### src/rtl/complex_demux_1to2_15bits.sv
// Sequential 1-to-2 complex demultiplexer for S3.11 sample streams.
// Bursts of BLOCK_LEN accepted samples alternate between lane 0 and lane 1.
// Each lane owns a one-entry output register with its own valid/ready
// handshake, so a stalled lane only blocks input while it is the target.
module complex_demux_1to2_15bits #(
    parameter int WL        = 14,
    parameter int BLOCK_LEN = 8,
    parameter int CNT_W     = 3
) (
    input  logic                 clk,
    input  logic                 rst,
    input  logic                 sync,
    input  logic signed [WL:0]   in_real,
    input  logic signed [WL:0]   in_imag,
    input  logic                 in_valid,
    output logic                 in_ready,
    output logic signed [WL:0]   out0_real,
    output logic signed [WL:0]   out0_imag,
    output logic                 out0_valid,
    input  logic                 out0_ready,
    output logic signed [WL:0]   out1_real,
    output logic signed [WL:0]   out1_imag,
    output logic                 out1_valid,
    input  logic                 out1_ready,
    output logic                 lane,
    output logic [CNT_W-1:0]     sample_cnt
);

    localparam logic [CNT_W-1:0] LAST_CNT = CNT_W'(BLOCK_LEN - 1);

    logic lane0_free;
    logic lane1_free;
    logic accept;
    logic load0;
    logic load1;
    logic burst_end;

    // Input readiness depends only on the targeted lane having room, so the
    // other lane's backpressure never stalls the source.
    always_comb begin
        lane0_free = !out0_valid || out0_ready;
        lane1_free = !out1_valid || out1_ready;
        in_ready   = !rst && (lane ? lane1_free : lane0_free);
        accept     = in_valid && in_ready;
        load0      = accept && !lane;
        load1      = accept && lane;
        burst_end  = (sample_cnt == LAST_CNT);
    end

    // Lane 0 register: a load wins over a drain so back-to-back traffic keeps
    // valid high and the lane sustains one sample per cycle.
    always_ff @(posedge clk) begin
        if (rst) begin
            out0_real  <= '0;
            out0_imag  <= '0;
            out0_valid <= 1'b0;
        end else if (load0) begin
            out0_real  <= in_real;
            out0_imag  <= in_imag;
            out0_valid <= 1'b1;
        end else if (out0_valid && out0_ready) begin
            out0_valid <= 1'b0;
        end
    end

    // Lane 1 register, identical behaviour to lane 0 and drained independently.
    always_ff @(posedge clk) begin
        if (rst) begin
            out1_real  <= '0;
            out1_imag  <= '0;
            out1_valid <= 1'b0;
        end else if (load1) begin
            out1_real  <= in_real;
            out1_imag  <= in_imag;
            out1_valid <= 1'b1;
        end else if (out1_valid && out1_ready) begin
            out1_valid <= 1'b0;
        end
    end

    // Burst position tracking; sync realigns to the start of a lane-0 burst
    // and overrides any advance, while a coincident sample was already routed
    // using the pre-sync lane above.
    always_ff @(posedge clk) begin
        if (rst) begin
            lane       <= 1'b0;
            sample_cnt <= '0;
        end else if (sync) begin
            lane       <= 1'b0;
            sample_cnt <= '0;
        end else if (accept) begin
            if (burst_end) begin
                sample_cnt <= '0;
                lane       <= !lane;
            end else begin
                sample_cnt <= sample_cnt + CNT_W'(1);
            end
        end
    end

endmodule

### config.mk
export PLATFORM = sky130hd
export DESIGN_NAME = complex_demux_1to2_15bits
export DESIGN_NICKNAME = d
export VERILOG_FILES = /design/src/rtl/complex_demux_1to2_15bits.sv
export SDC_FILE = /design/constraint.sdc
export NUM_CORES = 1
export LEC_CHECK = 0
export ABC_AREA = 1
export ABC_CLOCK_PERIOD_IN_PS = 1200
export BUFFER_PORTS_ARGS = -buffer_cell sky130_fd_sc_hd__buf_4
export CAP_MARGIN = 20
export CORE_MARGIN = 1.5
export CORE_UTILIZATION = 35
export CTS_BUF_LIST = sky130_fd_sc_hd__clkbuf_16
export CTS_CLUSTER_SIZE = 12
export DETAILED_ROUTE_END_ITERATION = 6
export GPL_ROUTABILITY_DRIVEN = 0
export SLEW_MARGIN = 20
export SYNTH_ARGS = -nofsm -noshare
export SYNTH_HDL_FRONTEND = slang
export SYNTH_SLANG_ARGS = --single-unit
### constraint.sdc
create_clock -name clk -period 1.2 [get_ports clk]
set_input_delay 0 -clock clk [delete_from_list [all_inputs] [get_ports clk]]
set_output_delay 0 -clock clk [all_outputs]
set_load 0.02 [all_outputs]
### Word level (Yosys, flattened, before mapping)

Index checks and enable logic that the tools add are counted.

| word-level totals | value |
|---|---|
| word-level logic and storage cells | 32 |
| flip-flop bits (word level) | 66 |
| input port bits | 36 |

| operators by class | value |
|---|---|
| reduce and logical (&&, ||, !) cells | 16 |
| mux-type cells | 6 |
| equality and inequality tests | 1 |
| add/sub/neg operators | 1 |

Operators with widths:

| cell | number |
|---|---|
| $logic_and A1 B1 Y1 | 6 |
| $mux W1 | 5 |
| $logic_not A1 Y1 | 4 |
| $reduce_bool A2 Y1 | 2 |
| $add A3 B1 Y3 const B | 1 |
| $eq A3 B3 Y1 const B | 1 |
| $mux W3 | 1 |
| $logic_or A1 B1 Y1 | 2 |
| $reduce_and A2 Y1 | 1 |
| $reduce_or A2 Y1 | 1 |

### Depth between registers and ports, before layout

| logic depth | value |
|---|---|
| depth in word-level cells | 7 |
| gate-level depth with buffers | 8 |

### Worst setup path before layout

No wires, ideal clock.

| timing path | value |
|---|---|
| path kind | reg-to-reg |
| start | register lane |
| end | register out0_imag[0] |
| buffers on the path | 2 |
| cell stages (with the launch flop) | 9 |
| slack | -137 ps |
| period minus slack after synthesis | 1337 ps |
| library setup time | 64 ps |
| data arrival time | 1273 ps |
| cells stage by stage | dfxtp_1 > buf_4 > inv_2 > nand3_2 > nand4_4 > nor2_4 > buf_6 > nor2_1 > nor2_1 |

| on the way | value |
|---|---|
| cells in the longest elaborated chain, start to end | 4 |
| elaborated cells on any way between the ends | 5 |
| those cells by class | mux: 1; reduce/logical: 4 |

RTL lines:

| item | line | RTL |
|---|---|---|
| start, declared | 25 | `output logic lane,` |
| start signal, assigned | 94 | `lane <= !lane;` |
| $mux W1 | 43 | `in_ready = !rst && (lane ? lane1_free : lane0_free);` |
| $logic_and A1 B1 Y1 | 43 |  |
| $logic_and A1 B1 Y1 | 44 | `accept = in_valid && in_ready;` |
| $logic_and A1 B1 Y1 * | 45 | `load0 = accept && !lane;` |
| end signal, assigned | 59 | `out0_imag <= in_imag;` |
| end, declared | 18 | `output logic signed [WL:0] out0_imag,` |

Mark *: on every way between the ends. The rest lies on a longest branch, timed or not.
A chain may end at the register's enable or synchronous reset.

### Worst setup path after layout

| timing path | value |
|---|---|
| start | register lane |
| end | register out0_real[5] |

| on the way | value |
|---|---|
| cells in the longest elaborated chain, start to end | 4 |
| elaborated cells on any way between the ends | 5 |
| those cells by class | mux: 1; reduce/logical: 4 |

RTL lines:

| item | line | RTL |
|---|---|---|
| $mux W1 | 43 |  |
| $logic_and A1 B1 Y1 | 43 |  |
| $logic_and A1 B1 Y1 | 44 |  |
| $logic_and A1 B1 Y1 * | 45 |  |
| end signal, assigned | 58 | `out0_real <= in_real;` |
| end, declared | 17 | `output logic signed [WL:0] out0_real,` |

Marked as above.

==> out/summary.txt <==
RUN STATUS
-----------------------------------------------------------------------------------------------
Status                                                                             finished, violations left
Violated checks                                                                    setup timing

FINISH
-----------------------------------------------------------------------------------------------
Area of the multi-input gates                                                        1120 sq um
Commonest non-fill, non-tap cell in the layout                                     sky130_fd_sc_hd__nor2_1
Highest-count cells in the layout ignoring fill and taps                           sky130_fd_sc_hd__nor2_1 (130), sky130_fd_sc_hd__buf_4 (114), sky130_fd_sc_hd__dfxtp_1 (63)
Nets                                                                                        519
Count of filler cells inserted in the layout                                                737
Area overhead of the layout relative to synthesis                                         50.1%
Area of all sequential standard cells                                                1330 sq um
Diode insertion count for antenna repair                                                      0
Proportion of layout cells with a drive suffix above 1                                    31.5%

GLOBAL ROUTE
-----------------------------------------------------------------------------------------------
Number of global-route vias before repair                                                  2410
Gr usage total                                                                            17.9%
Largest net degree at the start of global routing                                            31
Global-route wire length before repair                                                 11800 um
Number of antenna violations at the first check in global routing                             0
Leftover overflow at the end of global routing                                                0

STA
-----------------------------------------------------------------------------------------------
Crit share post-route                                                                      103%
Hold Violations, Final                                                                        0
Worst clock skew on the final layout                                                 0.00425 ns
Number of max-slew violations in the final report                                             0
Worst max-slew margin expressed relative to the limit                                     78.0%
Worst setup slack after layout                                                       -0.0352 ns
Final setup fails                                                                            36
Actual transition at the worst max-transition pin                                      0.330 ns
Max Clk Rate                                                                            810 MHz
Unrepaired setup endpoints after global routing                                            true
Crit path time final                                                                    1.24 ns

DETAILED ROUTING
-----------------------------------------------------------------------------------------------
TritonRoute pass-1 iters                                                                      6
Total number of vias                                                                       2670
Number of antenna-violating nets in the routed design                                         0
Drt drc                                                                                       0
Ratio of routed vias to standard cells                                                     4.56
First-iteration detailed-routing DRC count                                                   91
Average wire per standard cell                                                          12.5 um
Wirelength, routed                                                                      7290 um

CLOCKING
-----------------------------------------------------------------------------------------------
Clock tree from TritonCTS                                                                   yes
Worst-skew pair later-pin latency                                                       0.33 ns
Clock input transition at the sequential cells of the worst setup and hold paths        0.05 ns
Total CTS buffers                                                                             9
Max Buffers Root-to-Sink                                                                      2
Number of H-tree branching levels                                                             3
Clock root cell                                                                    sky130_fd_sc_hd__clkbuf_16
Clock sink total                                                                             66

SYNTHESIS
-----------------------------------------------------------------------------------------------
Number of instances in the synthesized netlist                                              372
Netlist cell types                                                                           19
Avg Inst Size Synth                                                                  7.25 sq um
Sequential fraction of the synthesis area                                                 49.0%
Number of warnings issued by yosys                                                            0
Post-synthesis instance area                                                         2700 sq um
Register bit count reported by yosys                                                         66
Syn Nets                                                                                    410

CRITICAL PATH
-----------------------------------------------------------------------------------------------
WP buf/inv                                                                                    2
Cell breakdown of the critical path                                                nand3_4 -> nand2_4 -> nor2_4 -> buf_6 -> buf_4 -> nand4_1 -> nand2_1 -> nor2_1
Slowest-stage cell, CP                                                             sky130_fd_sc_hd__dfxtp_4
Worst EP arrival                                                                        1.46 ns
Worst R2R Setup Slack                                                                  -0.04 ns
Worst-path maximum fanout                                                                     6
Critical Path RT                                                                        1.42 ns
Critical path endpoint category                                                            flop
Setup CP Type                                                                           reg2reg
Critical path's largest stage delay                                                     0.38 ns
Crit path max-delay family                                                         simple AND/OR/NAND/NOR gates
Startpoint types                                                                           flop

PWR
-----------------------------------------------------------------------------------------------
Peak VDD IR                                                                              790 uV
Power, Total                                                                            5650 uW
Total leakage power                                                                  0.00203 uW
Pwr dens                                                                           1390 nW/um^2

FLOORPLANNING
-----------------------------------------------------------------------------------------------
Effective utilization at floorplan                                                        36.6%
Placeable Area                                                                       7370 sq um
Width of the die                                                                        90.8 um
I/O pin count                                                                               103
Number of standard-cell rows in the floorplan                                                31
Die Y-Extent                                                                            90.8 um
Area enclosed by the die boundary                                                    8250 sq um

PLACED DESIGN
-----------------------------------------------------------------------------------------------
I/O Buffers                                                                                 102
Post-placement setup slack                                                           -0.0117 ns
Post-DP HPWL                                                                            5220 um

RUN
-----------------------------------------------------------------------------------------------
Number of violations of the max-capacitance limit                                             0

MIN PATH
-----------------------------------------------------------------------------------------------
Kind of path behind the tightest hold check                                              in2reg

## state kept, by name (all words and copies together), names as in the netlist
signal	count
out0_imag	15
out0_real	15
out1_imag	15
out1_real	15
sample_cnt	3
lane	1
out0_valid	1
out1_valid	1
## synthesized netlist by cell type, drive strengths merged
master	n	area share, %
a21oi	32	5.9
buf	20	4.4
clkbuf	7	0.97
dfxtp	66	49
ha	2	0.93
inv	38	5.3
nand2	36	5.0
nand3	2	0.74
nand4	33	8.4
nor2	134	19
o21ai	2	0.37
## area by class of cell
class | count | area share, %
clock buffer | 10 | 6.18
clock inverter | 6 | 1.36
inverter | 38 | 3.58
multi-input combinational | 241 | 27.7
sequential | 66 | 32.8
tap | 99 | 3.06
timing repair buffer | 125 | 25.3
## worst min-delay path: cells and delay by family
family                 cells  cell delay, ns
and+or+nand+nor            3            0.19
buffers and inverters      2            0.12
## worst paths after layout
path,cells past startpoint,startpoint,to
worst min-delay path,5,in_imag[9],out0_imag[9]$_SDFFE_PP0P_
worst max register to register,8,lane$_SDFFE_PP0P_,out0_real[5]$_SDFFE_PP0P_
worst min register to register,2,out0_real[5]$_SDFFE_PP0P_,out0_real[5]$_SDFFE_PP0P_
worst max-delay path,8,lane$_SDFFE_PP0P_,out0_real[5]$_SDFFE_PP0P_
## metal layers
metal	global-route usage [%]	up-vias	share of wire [%]
li1	-	1386	-
met1	23.8	1211	47
met2	26.8	68	44
met3	7.07	5	7.6
met4	5.08	0	0.89
met5	0	-	0
## kinds of logic after synthesis
| kind of cell | Yosys count | share of synthesized area, % |
|---|---|---|
| simple gates | 205 | 33.2 |
| compound gates | 34 | 6.30 |
| fa+ha+maj | 2 | 0.927 |
| buf+inv | 65 | 10.6 |
| flops | 66 | 49.0 |
## through the flow
step	instance area, sq um	hold slack [ns]	cells	utilization [%]	setup TNS (ns)
floorplan	2730	0.164	372	-	-0.659
global placement	3640	0.279	564	49.4	0
CTS	4030	0.0159	585	54.7	-0.155
detailed placement	3640	0.275	564	49.4	-0.0408
finish	4050	0.0114	585	55.0	-0.580
global route	4050	0.0479	585	55.0	-4.52
## what timing repair did
action / in CTS / in global routing
endpoints found under the setup margin: 31 / 64
endpoints found under the hold margin: 4 / 0
gates resized for setup: 12 / 7
pin swaps: 8 / 4
setup buffers: 4 / 0
hold buffers: 1 / 0
## where the power goes
| group | switching [uW] | internal, uW |
|---|---|---|
| combinational | 367 | 317 |
| clock | 942 | 1710 |
| sequential | 44.7 | 2270 |
Power figures use the tool's default switching activity.
